File: src/rtl/truth_table_sweeper_pkg.sv
// Shared types and constants for the truth-table sweeper: FSM state encoding,
// the golden table of (~a | b) & (b | ~c), and the default input count.
package tt_sweep_pkg;

  typedef enum logic [1:0] {
    IDLE   = 2'd0,
    DRIVE  = 2'd1,
    SAMPLE = 2'd2,
    DONE   = 2'd3
  } tt_state_t;

  localparam int unsigned TT_DEFAULT_INPUTS = 3;
  localparam logic [7:0]  TT_EXPR_GOLDEN    = 8'hCD;

  // Number of truth-table rows for an n-input expression.
  function automatic int unsigned tt_rows(input int unsigned n);
    return 32'd1 << n;
  endfunction

endpackage

File: src/rtl/truth_table_sweeper_timer.sv
// Settle timer: loadable down-counter that flags expiry when it reaches zero.
// Loading SETTLE_CYCLES-1 gives exactly SETTLE_CYCLES cycles until expired.
module tt_settle_timer #(
  parameter int unsigned SETTLE_CYCLES = 1
) (
  input  logic clk,
  input  logic rst_n,
  input  logic i_clr,
  input  logic i_load,
  input  logic i_en,
  output logic o_expired
);

  localparam int unsigned    CW       = (SETTLE_CYCLES > 1) ? $clog2(SETTLE_CYCLES) : 1;
  localparam logic [CW-1:0]  LOAD_VAL = CW'(SETTLE_CYCLES - 1);
  localparam logic [CW-1:0]  ONE      = CW'(1);

  logic [CW-1:0] r_count;

  // NOTE: sequential state uses non-blocking assignments so every flop samples
  // pre-edge values, independent of the order the always blocks are evaluated.
  always_ff @(posedge clk or negedge rst_n) begin
    if (!rst_n) begin
      r_count <= '0;
    end else if (i_clr) begin
      r_count <= '0;
    end else if (i_load) begin
      r_count <= LOAD_VAL;
    end else if (i_en && (r_count != '0)) begin
      r_count <= r_count - ONE;
    end
  end

  assign o_expired = (r_count == '0);

endmodule

File: src/rtl/truth_table_sweeper.sv
// Steps {a,b,c} through every combination, holds each for SETTLE_CYCLES, samples
// the external expression output and scores the captured table against EXPECTED.
module truth_table_sweeper
  import tt_sweep_pkg::*;
#(
  parameter int unsigned                N_INPUTS      = TT_DEFAULT_INPUTS,
  parameter int unsigned                SETTLE_CYCLES = 1,
  parameter logic [(1<<N_INPUTS)-1:0]   EXPECTED      = TT_EXPR_GOLDEN
) (
  input  logic                     clk,
  input  logic                     rst_n,
  input  logic                     start,
  output logic [N_INPUTS-1:0]      stim,
  input  logic                     dut_result,
  output logic                     busy,
  output logic                     row_valid,
  output logic [N_INPUTS-1:0]      row_index,
  output logic [(1<<N_INPUTS)-1:0] captured,
  output logic [N_INPUTS:0]        mismatch_cnt,
  output logic                     done,
  output logic                     pass
);

  localparam int unsigned           ROWS     = tt_rows(N_INPUTS);
  localparam logic [N_INPUTS-1:0]   LAST_ROW = '1;
  localparam logic [N_INPUTS-1:0]   STIM_ONE = N_INPUTS'(1);
  localparam logic [N_INPUTS:0]     CNT_ONE  = (N_INPUTS + 1)'(1);

  tt_state_t             r_state;
  tt_state_t             w_next_state;
  logic [N_INPUTS-1:0]   r_stim;
  logic [ROWS-1:0]       r_captured;
  logic [N_INPUTS:0]     r_mismatch_cnt;

  logic w_start_sweep;
  logic w_last_row;
  logic w_row_miss;
  logic w_timer_clr;
  logic w_timer_load;
  logic w_timer_en;
  logic w_expired;

  assign w_last_row = (r_stim == LAST_ROW);
  assign w_row_miss = (dut_result != EXPECTED[r_stim]);

  tt_settle_timer #(
    .SETTLE_CYCLES(SETTLE_CYCLES)
  ) u_settle_timer (
    .clk      (clk),
    .rst_n    (rst_n),
    .i_clr    (w_timer_clr),
    .i_load   (w_timer_load),
    .i_en     (w_timer_en),
    .o_expired(w_expired)
  );

  always_ff @(posedge clk or negedge rst_n) begin
    if (!rst_n) begin
      r_state <= IDLE;
    end else begin
      r_state <= w_next_state;
    end
  end

  // NOTE: every signal driven here gets a default first, so no path through
  // the case statement leaves one unassigned and infers a latch.
  always_comb begin
    w_next_state  = r_state;
    w_start_sweep = 1'b0;
    w_timer_clr   = 1'b0;
    w_timer_load  = 1'b0;
    w_timer_en    = 1'b0;
    unique case (r_state)
      IDLE, DONE: begin
        if (start) begin
          w_next_state  = DRIVE;
          w_start_sweep = 1'b1;
          w_timer_load  = 1'b1;
        end else begin
          w_timer_clr   = 1'b1;
        end
      end
      DRIVE: begin
        if (w_expired) begin
          w_next_state = SAMPLE;
        end else begin
          w_timer_en   = 1'b1;
        end
      end
      SAMPLE: begin
        if (w_last_row) begin
          w_next_state = DONE;
        end else begin
          w_next_state = DRIVE;
          w_timer_load = 1'b1;
        end
      end
      default: w_next_state = IDLE;
    endcase
  end

  // Stimulus and scoring: the last row is found by compare, so stim never wraps
  // and stays on the final row while the result is held in DONE.
  always_ff @(posedge clk or negedge rst_n) begin
    if (!rst_n) begin
      r_stim         <= '0;
      r_captured     <= '0;
      r_mismatch_cnt <= '0;
    end else if (w_start_sweep) begin
      r_stim         <= '0;
      r_captured     <= '0;
      r_mismatch_cnt <= '0;
    end else if (r_state == SAMPLE) begin
      r_captured[r_stim] <= dut_result;
      if (w_row_miss) begin
        r_mismatch_cnt <= r_mismatch_cnt + CNT_ONE;
      end
      if (!w_last_row) begin
        r_stim <= r_stim + STIM_ONE;
      end
    end
  end

  assign stim         = r_stim;
  assign busy         = (r_state == DRIVE) || (r_state == SAMPLE);
  assign row_valid    = (r_state == SAMPLE);
  assign row_index    = (r_state == SAMPLE) ? r_stim : '0;
  assign captured     = r_captured;
  assign mismatch_cnt = r_mismatch_cnt;
  assign done         = (r_state == DONE);
  assign pass         = (r_state == DONE) && (r_mismatch_cnt == '0);

endmodule
File: config.mk
export PLATFORM = sky130hd
export DESIGN_NAME = truth_table_sweeper
export DESIGN_NICKNAME = d
export VERILOG_FILES = /design/src/rtl/truth_table_sweeper_pkg.sv /design/src/rtl/truth_table_sweeper_timer.sv /design/src/rtl/truth_table_sweeper.sv
export SDC_FILE = /design/constraint.sdc
export NUM_CORES = 1
export LEC_CHECK = 0
export BUFFER_PORTS_ARGS = -buffer_cell sky130_fd_sc_hd__buf_4
export CELL_PAD_IN_SITES_DETAIL_PLACEMENT = 0
export CELL_PAD_IN_SITES_GLOBAL_PLACEMENT = 1
export CORE_MARGIN = 5
export CORE_UTILIZATION = 43
export DETAILED_ROUTE_END_ITERATION = 7
export GPL_ROUTABILITY_DRIVEN = 0
export PLACE_DENSITY_LB_ADDON = 0.1
export SYNTH_ARGS = -nofsm -noshare
export SYNTH_HDL_FRONTEND = slang
export SYNTH_SLANG_ARGS = --single-unit
File: constraint.sdc
create_clock -name clk -period 4.56 [get_ports clk]
set_input_delay 1.14 -clock clk [delete_from_list [all_inputs] [get_ports clk]]
set_output_delay 1.14 -clock clk [all_outputs]
set_load 0.02 [all_outputs]
==> tab_implementation.tex <==
\begin{tabular}{lr}
\hline
Metric & Value \\
\hline
\multicolumn{2}{l}{\textbf{Clocking}} \\
Post-CTS Hold Fix Bufs & 0 \\
Clock latency at the later pin of the worst-skew pair & 0.29 ns \\
Total CTS buffers & 3 \\
CTS tree & done \\
Clock root buffer & sky130\_fd\_sc\_hd\_\_clkbuf\_4 \\
Number of buffers between clock root and the deepest sink & 2 \\
Maximum level of the CTS H-tree & 1 \\
CTS Sinks & 18 \\
Post-CTS setup-driven buffer insertion count & 0 \\
Clock-pin slew on the worst setup and hold paths & 0.11 ns \\
Cts repair resizes & 0 \\
\multicolumn{2}{l}{\textbf{Layout}} \\
Antenna cells & 0 \\
Most frequent cells in the layout & sky130\_fd\_sc\_hd\_\_buf\_4 (25), sky130\_fd\_sc\_hd\_\_dfrtp\_1 (18), sky130\_fd\_sc\_hd\_\_nor2\_1 (17), sky130\_fd\_sc\_hd\_\_mux2i\_1 (10), sky130\_fd\_sc\_hd\_\_ha\_1 (9) \\
Commonest non-fill, non-tap cell in the layout & sky130\_fd\_sc\_hd\_\_buf\_4 \\
Nets & 156 \\
Final instance area & approximately 1400 µm² \\
Proportion of layout cells with a drive suffix above 1 & 0.2606 \\
Synthesis-to-layout area growth & 19.30\% \\
\multicolumn{2}{l}{\textbf{Floorplanning}} \\
Die height & 61.66 µm \\
Die Wd & a little over 60 µm \\
Number of placement rows & 18 \\
Die ar. & 3801 µm² \\
Core area & around 2500 µm² \\
Initial Util & 0.4549 \\
Number of ports placed on the die boundary & 26 \\
\multicolumn{2}{l}{\textbf{Worst setup path}} \\
Critical Path Source Type & flip-flop \\
Reg2reg setup slack & between 2 and 3 ns \\
Required time reported for the critical path endpoint & roughly 3.4 ns \\
Worst-case reg-to-reg path depth & 5 \\
Largest stage delay on the critical path & 0.44 ns \\
Crit path cell chain & inv\_1, ha\_1, and2\_1, buf\_4 \\
Reg2Reg Launch Point & r\_state[0]\$\_DFFE\_PN0P\_ \\
CP Max Fanout & 10 \\
End of the worst register-to-register path & mismatch\_cnt[0]\$\_DFFE\_PN0P\_ \\
Type of destination of the critical path & output port \\
Slowest cell on the critical path & sky130\_fd\_sc\_hd\_\_dfrtp\_1 \\
Crit path DAT & 1.59 ns \\
Kind of critical path & reg -> out \\
\multicolumn{2}{l}{\textbf{Yosys}} \\
\#FFs+latches synth & 18 \\
Dominant register cell in the synthesized netlist & sky130\_fd\_sc\_hd\_\_dfrtp\_1 \\
Sequential element share of the synthesized area & 0.3926 \\
Post-synth net total & between 100 and 150 \\
Share of synthesized flip-flops with an asynchronous set or reset & 1.000 \\
Count of warnings emitted by yosys & 0 \\
EDFF count, synth & 0 \\
Synthesized area per cell & approximately 9.6 µm² \\
Yosys cell types & 35 \\
Post-Syn Instances & approximately 120 \\
Post-Synthesis Cell Area & between 1000 and 1500 µm² \\
\multicolumn{2}{l}{\textbf{Drt}} \\
Initial DRC count & 20 \\
DR DRC count & 0 \\
Count of vias placed by the detailed router & just under 900 \\
Number of iterations in the first detailed-routing pass & 4 \\
Routed WL per cell & between 10 and 15 µm \\
Remaining antenna violation count after routing & 0 \\
Detailed-route wire length & between 2 and 2.5 mm \\
Number of vias per cell after detailed routing & just over 5 \\
\multicolumn{2}{l}{\textbf{Timing}} \\
Count of final max-slew check failures & 0 \\
Fin Setup TNS & 0 ns \\
Crit share post-route & 0.5982 \\
Hold WS & around 0.54 ns \\
Transition at the pin with the smallest max-transition slack & 0.6197 ns \\
Setup-failing EPs final & 0 \\
Setup repair after global routing missed its margin & false \\
F\_max & between 0.3 and 0.4 GHz \\
Period minus WS final & about 2.7 ns \\
Post-layout worst setup margin & $\sim$1.8 ns \\
Number of failing hold endpoints at the final stage & 0 \\
Post-route clock skew & approximately 0.0030 ns \\
Max-slew headroom at the worst pin & 0.5869 \\
\multicolumn{2}{l}{\textbf{GRT}} \\
Antenna violations before repair & 0 \\
GRT overflow & 0 \\
Total track usage & 0.1437 \\
Vias in the first global route & between 800 and 900 \\
Largest net degree at the start of global routing & 19 \\
First-pass GRT wire length & about 4 mm \\
\multicolumn{2}{l}{\textbf{Worst hold path}} \\
Cells on Worst Hold Path & 2 \\
Worst hold endpoint & captured[3]\$\_DFFE\_PN0P\_ \\
Min-delay src & captured[3]\$\_DFFE\_PN0P\_ \\
Worst hold-check path type & reg -> reg \\
\multicolumn{2}{l}{\textbf{Placed design}} \\
DP HPWL & roughly 1.7 mm \\
\# port buffers & 25 \\
Area post-placement & about 1300 µm² \\
Worst-case setup slack after placement & 2.157 ns \\
\multicolumn{2}{l}{\textbf{Pwr}} \\
Maximum VDD drop & approximately 0.44 mV \\
Leak pwr & 0.6873 nW \\
Pwr per Cell Area & between 500 and 600 nW/µm² \\
\multicolumn{2}{l}{\textbf{Status}} \\
Status & finished clean \\
\multicolumn{2}{l}{\textbf{Flow run}} \\
Max\_cap viols & 0 \\
\hline
\end{tabular}
-- worst max path at each step --
stage | from | endpoint | slack (ns) | depth (start not counted)
6_report | r_state[0]$_DFFE_PN0P_ | row_index[0] | 1.83 | 4
5_1_grt | r_state[0]$_DFFE_PN0P_ | row_index[0] | 1.70 | 4
4_1_cts | r_state[0]$_DFFE_PN0P_ | row_index[0] | 1.81 | 4
3_5_place_dp | r_state[0]$_DFFE_PN0P_ | row_index[0] | 2.16 | 4
3_3_place_gp | r_state[0]$_DFFE_PN0P_ | row_index[0] | 2.22 | 4
2_1_floorplan | r_state[0]$_DFFE_PN0P_ | pass | 1.99 | 2
-- worst max-delay path: cells and delay by family, from the launching register on --
family,cells,cell delay (ns)
simple gates,1,0.26
buf+inv,2,0.25
fa+ha+maj,1,0.34
flops,1,0.44
-- synthesized netlist by cell type (all sizes together) (3+ instances only) --
master | count | area [µm²]
a21oi | 4 | 31.28
and2 | 4 | 25.02
buf | 4 | 32.53
dfrtp | 18 | 450.4
ha | 9 | 112.6
inv | 7 | 26.28
mux2i | 10 | 100.1
nand2 | 8 | 30.03
nand2b | 6 | 37.54
nand3 | 3 | 15.01
nor2 | 17 | 63.81
nor3 | 4 | 25.02
o21ai | 5 | 25.02
-- state kept, by name (all words and copies together), names as in the netlist --
| name | flops |
|---|---|
| u_settle_timer.r_count | 1 |
| mismatch_cnt | 4 |
| captured | 8 |
| stim | 3 |
| r_state | 2 |
-- layout make-up --
cell class,instances,area [µm²]
Fill cell,246,1154
Multi-Input combinational cell,88,630.6
Sequential cell,18,450.4
Timing Repair Buffer,25,187.7
Tap cell,30,37.54
Clock buffer,4,36.28
Inverter,7,26.28
-- metal layers --
| layer | wire length [µm] | global-route usage |
|---|---|---|
| met4 | 15 | 0.05455 |
| met2 | 1050 | 0.2167 |
| met1 | 1172 | 0.2005 |
| met3 | 119 | 0.03145 |
| met5 | 0 | 0 |
-- report_power, final --
group | internal, W | switching [W] | leakage (nW) | total (W)
logic | 0.000147 | 0.000215 | 0.425 | 0.000362
clock network | 0.0000486 | 0.0000509 | 0.0210 | 0.0000995
registers | 0.000194 | 0.0000537 | 0.241 | 0.000247
total | 0.000389 | 0.000320 | 0.687 | 0.000709
-- cell families after synthesis --
kind of cell / count (synthesis) / synth area share
fa+ha+maj: 9 / 0.09815
mux: 11 / 0.09706
xor+xnor: 1 / 0.007635
simple gates: 50 / 0.2388
buf+inv: 13 / 0.05780
flops: 18 / 0.3926
compound gates: 17 / 0.1080
-- per-stage QoR --
stage,utilization,std cells,power (W)
after global routing,0.5427,172,0.0007710
after floorplan,-,119,0.0005081
after global placement,0.5283,168,0.0006116
after detailed placement,0.5283,168,0.0006171
final,0.5427,172,0.0007087
after CTS,0.5427,172,0.0007214
No activity file was read; power rests on OpenSTA's default activity.
